==> config.mk <==
export PLATFORM = sky130hd
export DESIGN_NAME = load_store_unit
export DESIGN_NICKNAME = d
export VERILOG_FILES = /design/src/rtl/load_store_unit.sv
export SDC_FILE = /design/constraint.sdc
export NUM_CORES = 1
export LEC_CHECK = 0
export CAP_MARGIN = 30
export CORE_AREA = 4 4 120 122
export CTS_BUF_LIST = sky130_fd_sc_hd__clkbuf_2
export DETAILED_ROUTE_END_ITERATION = 7
export DIE_AREA = 0 0 124 126
export HOLD_SLACK_MARGIN = 0.02
export PLACE_DENSITY = 0.79
export SYNTH_ARGS = -nofsm -noshare
export SYNTH_HDL_FRONTEND = slang
export SYNTH_SLANG_ARGS = --single-unit
==> constraint.sdc <==
create_clock -name clk -period 2.1 [get_ports clk]
set_input_delay 0.21 -clock clk [delete_from_list [all_inputs] [get_ports clk]]
set_output_delay 0.21 -clock clk [all_outputs]
set_load 0.05 [all_outputs]
==> src/rtl/load_store_unit.sv <==
// Load/store unit: turns one memory op into a single word-aligned bus access.
// It handles lane steering, load extension, alignment faults and bus timeouts.
module load_store_unit #(
  parameter int unsigned TIMEOUT_CYCLES = 64
) (
  input  logic        clk,
  input  logic        nRst,
  input  logic        start,
  input  logic [5:0]  memOP,
  input  logic [31:0] addr,
  input  logic [31:0] storeData,
  input  logic [31:0] busRdata,
  input  logic        busAck,
  output logic        busRead,
  output logic        busWrite,
  output logic [31:0] busAddr,
  output logic [31:0] busWdata,
  output logic [3:0]  busByteEn,
  output logic        busy,
  output logic        done,
  output logic [31:0] loadData,
  output logic        misaligned,
  output logic        timeout
);

  localparam logic [5:0] CU_LB  = 6'd10;
  localparam logic [5:0] CU_LH  = 6'd11;
  localparam logic [5:0] CU_LW  = 6'd12;
  localparam logic [5:0] CU_LBU = 6'd13;
  localparam logic [5:0] CU_LHU = 6'd14;
  localparam logic [5:0] CU_SB  = 6'd15;
  localparam logic [5:0] CU_SH  = 6'd16;
  localparam logic [5:0] CU_SW  = 6'd17;
  localparam logic [7:0] TIMEOUT_LAST = 8'(TIMEOUT_CYCLES - 1);

  typedef enum logic [1:0] {
    IDLE   = 2'd0,
    ACCESS = 2'd1,
    DONE   = 2'd2,
    FAULT  = 2'd3
  } state_t;

  state_t      state_r;
  state_t      state_s;
  logic [7:0]  cnt_r;
  logic [5:0]  op_r;
  logic [1:0]  lane_r;

  function automatic logic op_valid(input logic [5:0] op);
    return (op >= CU_LB) && (op <= CU_SW);
  endfunction

  function automatic logic op_is_load(input logic [5:0] op);
    return op <= CU_LHU;
  endfunction

  // Access size code: 0 = byte, 1 = halfword, 2 = word.
  function automatic logic [1:0] op_size(input logic [5:0] op);
    case (op)
      CU_LB, CU_LBU, CU_SB: op_size = 2'd0;
      CU_LH, CU_LHU, CU_SH: op_size = 2'd1;
      CU_LW, CU_SW:         op_size = 2'd2;
      default:              op_size = 2'd2;
    endcase
  endfunction

  function automatic logic op_misaligned(input logic [5:0] op, input logic [1:0] lo);
    case (op_size(op))
      2'd1:    op_misaligned = lo[0];
      2'd2:    op_misaligned = |lo;
      default: op_misaligned = 1'b0;
    endcase
  endfunction

  function automatic logic [3:0] lane_enables(input logic [5:0] op, input logic [1:0] lo);
    case (op_size(op))
      2'd0:    lane_enables = 4'b0001 << lo;
      2'd1:    lane_enables = lo[1] ? 4'b1100 : 4'b0011;
      default: lane_enables = 4'b1111;
    endcase
  endfunction

  function automatic logic [31:0] write_lanes(input logic [5:0] op, input logic [31:0] d);
    case (op_size(op))
      2'd0:    write_lanes = {4{d[7:0]}};
      2'd1:    write_lanes = {2{d[15:0]}};
      default: write_lanes = d;
    endcase
  endfunction

  function automatic logic [31:0] load_extend(input logic [5:0] op, input logic [1:0] lo,
                                              input logic [31:0] rdata);
    logic [31:0] sh;
    sh = rdata >> {lo, 3'b000};
    case (op)
      CU_LB:   load_extend = {{24{sh[7]}}, sh[7:0]};
      CU_LBU:  load_extend = {24'd0, sh[7:0]};
      CU_LH:   load_extend = {{16{sh[15]}}, sh[15:0]};
      CU_LHU:  load_extend = {16'd0, sh[15:0]};
      default: load_extend = rdata;
    endcase
  endfunction

  // Next-state logic; an ack in the expiry cycle takes priority over the timeout.
  always_comb begin
    state_s = state_r;
    case (state_r)
      IDLE: begin
        if (start && op_valid(memOP)) begin
          if (op_misaligned(memOP, addr[1:0])) begin
            state_s = FAULT;
          end else begin
            state_s = ACCESS;
          end
        end else begin
          state_s = IDLE;
        end
      end
      ACCESS: begin
        if (busAck) begin
          state_s = DONE;
        end else if (cnt_r == TIMEOUT_LAST) begin
          state_s = FAULT;
        end else begin
          state_s = ACCESS;
        end
      end
      DONE:    state_s = IDLE;
      FAULT:   state_s = IDLE;
      default: state_s = IDLE;
    endcase
  end

  // State, capture registers and all registered outputs.
  always_ff @(posedge clk or negedge nRst) begin
    if (!nRst) begin
      state_r    <= IDLE;
      cnt_r      <= 8'd0;
      op_r       <= 6'd0;
      lane_r     <= 2'd0;
      busRead    <= 1'b0;
      busWrite   <= 1'b0;
      busAddr    <= 32'd0;
      busWdata   <= 32'd0;
      busByteEn  <= 4'd0;
      busy       <= 1'b0;
      done       <= 1'b0;
      loadData   <= 32'd0;
      misaligned <= 1'b0;
      timeout    <= 1'b0;
    end else begin
      state_r    <= state_s;
      busy       <= (state_s != IDLE);
      done       <= (state_s == DONE) || (state_s == FAULT);
      misaligned <= (state_r == IDLE) && (state_s == FAULT);
      timeout    <= (state_r == ACCESS) && (state_s == FAULT);
      if ((state_r == IDLE) && (state_s == ACCESS)) begin
        op_r      <= memOP;
        lane_r    <= addr[1:0];
        cnt_r     <= 8'd0;
        busAddr   <= {addr[31:2], 2'b00};
        busByteEn <= lane_enables(memOP, addr[1:0]);
        busWdata  <= write_lanes(memOP, storeData);
        busRead   <= op_is_load(memOP);
        busWrite  <= !op_is_load(memOP);
      end else if (state_s == ACCESS) begin
        cnt_r <= cnt_r + 8'd1;
      end else begin
        busRead  <= 1'b0;
        busWrite <= 1'b0;
      end
      if ((state_r == ACCESS) && (state_s == DONE) && op_is_load(op_r)) begin
        loadData <= load_extend(op_r, lane_r, busRdata);
      end else begin
        loadData <= loadData;
      end
    end
  end

endmodule

==> impl_metrics.ini, run 1 <==
[global_routing]
grt_max_degree = 46
grtUsageTotal_pct = 25.4
grt_pass1_vias = 6108
grt_pass1_wl_um = 30900
globalRouteOverflowTotal = 0
antenna_found_initial = 0

[logic_synthesis]
ys_seq_elements = 121
yosysTopAreaCellShare_pct = 53.4
syn_area_um2 = 5670
ys_warn_count = 0
async_flop_share_pct = 100
synth_area_per_cell_um2 = 9.02
yosysSeqAreaShare_pct = 53.4
synth.area.top_cells = dfrtp_1 53%, nand2_1 13%, mux2i_1 5.5%
synthCells = 629
ys_types = 54
yosysTopAreaCell = dfrtp_1
synth_enable_flop_cells = 0
synth_ff_type = dfrtp_1

[worst_hold_path]
min_path_type = in2reg
hp-start = memOP[3]
hold_path_end = busRead
whs_path_depth = 3

[final_layout]
final-seq-area_um2 = 3030
multiInputGateArea_um2 = 2470
syn_to_final_growth_pct = 53.6
antennaDiodeCount = 0
drive_gt1_share_pct = 10.1
num-nets-final = 1006
fin_area_um2 = 8720
utilization_pct = 66.1
layoutNonFillerInstCount = 1084
fillers = 1062

[power]
irDropWorstVdd_v = 0.000731
total_leakage_power_nw = 4.33
power_density_nw_per_um2 = 1200
total_power_mw = 10.4

[critical_path]
criticalPathCategory = in2reg
endpoint_kind = flip-flop
path_cells = clkdlybuf4s50_1 > nor3_4 > nand3b_1 > a21o_1 > ha_1 > a21bo_1 > o32a_4 > inv_4 > or4_1 > a21oi_1
reg2reg_slack_ns = 0.19
start_kind = primary input
critPathMaxFanout = 8
slowest_delay_ns = 0.49
rr_worst_depth = 6
critPathRequiredTime_ns = 2.70
cp.arrival_ns = 2.59
reg2reg_to = cnt_r[2]
cp_slowest_cell = clkdlybuf4s50_1
rr_startpoint = cnt_r[0]

[clocking]
cts_sinks = 121
cts_buffers = 17
path_clk_slew_ns = 0.17
clockRootBuffer = clkbuf_2
clk_latency_ns = 0.66
cts-htree-levels = 4
cts_setup_buffers = 0
cts_tree = built
clk_path_buf_depth = 2

[routing]
drcViolationCount = 0
ant_nets = 0
dr.pass1.iters = 5
wl_um = 19400
wire_per_inst_um = 17.9
vias_per_cell = 5.29
dr.first_iter.drc_count = 474
num_vias = 5735

[sta]
rsz0062_at_grt = no
layout_min_cycle_time_ns = 1.98
setup_viol = 0
max_freq_mhz = 504
finClkSkew_ns = 0.0288
maxSlewViolCount = 0
hold_viol_final = 0
max_slew.worst_pin.slew_ns = 0.576
final.period_utilization_pct = 94.5
slew_headroom_pct = 61.5

[floorplan]
die_area_um2 = 15600
die_height_um = 126
initial_core_util_pct = 43.0
coreArea_um2 = 13200
die_width_um = 124
placementRows = 42
boundaryPins = 212

[run_status]
outcome = finished clean

[placement]
postPlaceCellArea_um2 = 8270
hpwlAfterDp_um = 13800
gp_congestion = 0.898
io_buffer_count = 209
place_inst = 1019

[job]
drv_cap = 0
final cells by class:
cell class	count	share of cell area, %
Timing Repair Buffer	289	31.4
Inverter	7	0.330
Clock buffer	19	1.09
Tap cell	176	2.53
Multi-Input combinational cell	460	28.4
Clock inverter	12	1.52
Sequential cell	121	34.7
critical path, delay by kind of cell:
| family | cells | cell delay [ns] |
|---|---|---|
| fa+ha+maj | 1 | 0.28 |
| compound gates | 4 | 0.76 |
| simple gates | 3 | 0.79 |
| buf+inv | 2 | 0.54 |
synth_stat cells, types with 2 or more instances:
master,instances
nand2_1,193
dfrtp_1,121
nor2_1,58
o21ai_0,43
a21oi_1,31
mux2i_1,31
clkbuf_1,18
a221oi_1,16
buf_2,16
a31oi_1,9
nand3_1,9
a22oi_1,8
buf_1,5
inv_1,5
o31ai_1,5
or4_1,5
and3_1,4
ha_1,4
nor2b_1,3
nor3_1,3
and2_1,2
and3b_1,2
buf_4,2
inv_2,2
mux2_2,2
nand2b_1,2
nand3b_1,2
o2bb2ai_1,2
registers in the layout, indices dropped and copies added (netlist names):
name and flops:
busAddr 30, busByteEn 4, busRead 1, busWdata 32, busWrite 1, busy 1, cnt_r 8, done 1
lane_r 2, loadData 32, misaligned 1, op_r 6, state_r 1, timeout 1
cell usage in the layout, fill, tap and decap left out, drive strengths merged, types with 16 or more instances in the layout:
| cell type | netlist | layout |
|---|---|---|
| nand2 | 193 | 193 |
| mux2i | 31 | 31 |
| dlygate4sd3 | 0 | 34 |
| a21oi | 32 | 32 |
| clkbuf | 18 | 19 |
| dlygate4sd2 | 0 | 103 |
| o21ai | 43 | 43 |
| nor2 | 59 | 59 |
| dfrtp | 121 | 121 |
| clkdlybuf4s50 | 0 | 102 |
| a221oi | 16 | 16 |
| buf | 24 | 47 |
worst max path at each step:
stage,from,endpoint,slack (ns),depth (start not counted)
after floorplan,memOP[3],cnt_r[0],-0.10,10
after global placement,memOP[2],cnt_r[0],-0.56,10
after detailed placement,memOP[2],cnt_r[7],-0.69,11
after CTS,timeout,timeout,0.002,1
after global routing,done,done,0.04,1
final,memOP[1],cnt_r[2],0.12,10
logic make-up (layout without fill, tap and decap cells):
kind of cell	after synthesis	count (layout)	share of synthesized area (%)
AOI/OAI and AO/OA	128	128	14.4
xor gates and xnor gates	2	2	0.309
adders and majority gates	4	4	0.882
buffers and inverters	49	327	3.86
DFF	121	121	53.4
muxes	33	33	5.87
other	1	2	0.0661
and+or+nand+nor	291	291	21.3
timing repair:
item,4_1_cts,5_1_grt
resized for setup,103,6
pin swaps,0,1
setup endpoints to repair,103,46
endpoints found under the hold margin,150,2
hold buffers,32,2
per-layer routing:
layer / vias to the layer above / wire length [µm] / global-route usage (%)
met5: - / 0 / 0
met4: 0 / 491 / 10.5
met3: 43 / 2120 / 9.64
met2: 309 / 9600 / 42.1
met1: 2711 / 7190 / 29.3
li1: 2672 / - / -
per-stage QoR:
stage | worst slack [ns] | TNS (ns) | hold slack [ns]
floorplan | -0.103 | -0.370 | -0.0856
global placement | -0.556 | -39.66 | 0.237
detailed placement | -0.687 | -50.01 | 0.253
CTS | 0.00183 | 0 | 0.0238
global route | 0.0364 | 0 | 0.0230
finish | 0.116 | 0 | 0.0877
power breakdown:
| group | total, mW | switching (mW) | leakage [nW] | internal (mW) |
|---|---|---|---|---|
| clock | 1.50 | 0.859 | 0.143 | 0.643 |
| sequential | 3.62 | 0.523 | 1.51 | 3.10 |
| combinational | 5.30 | 3.82 | 2.68 | 1.49 |
Note: power is estimated with default switching activity, not from simulation.
==> run 2: changes to the inputs <==
Settings changed: CAP_MARGIN 30 to 20.
==> results of run 2 <==
Final layout, timing and power as in run 1 (identical DEF).
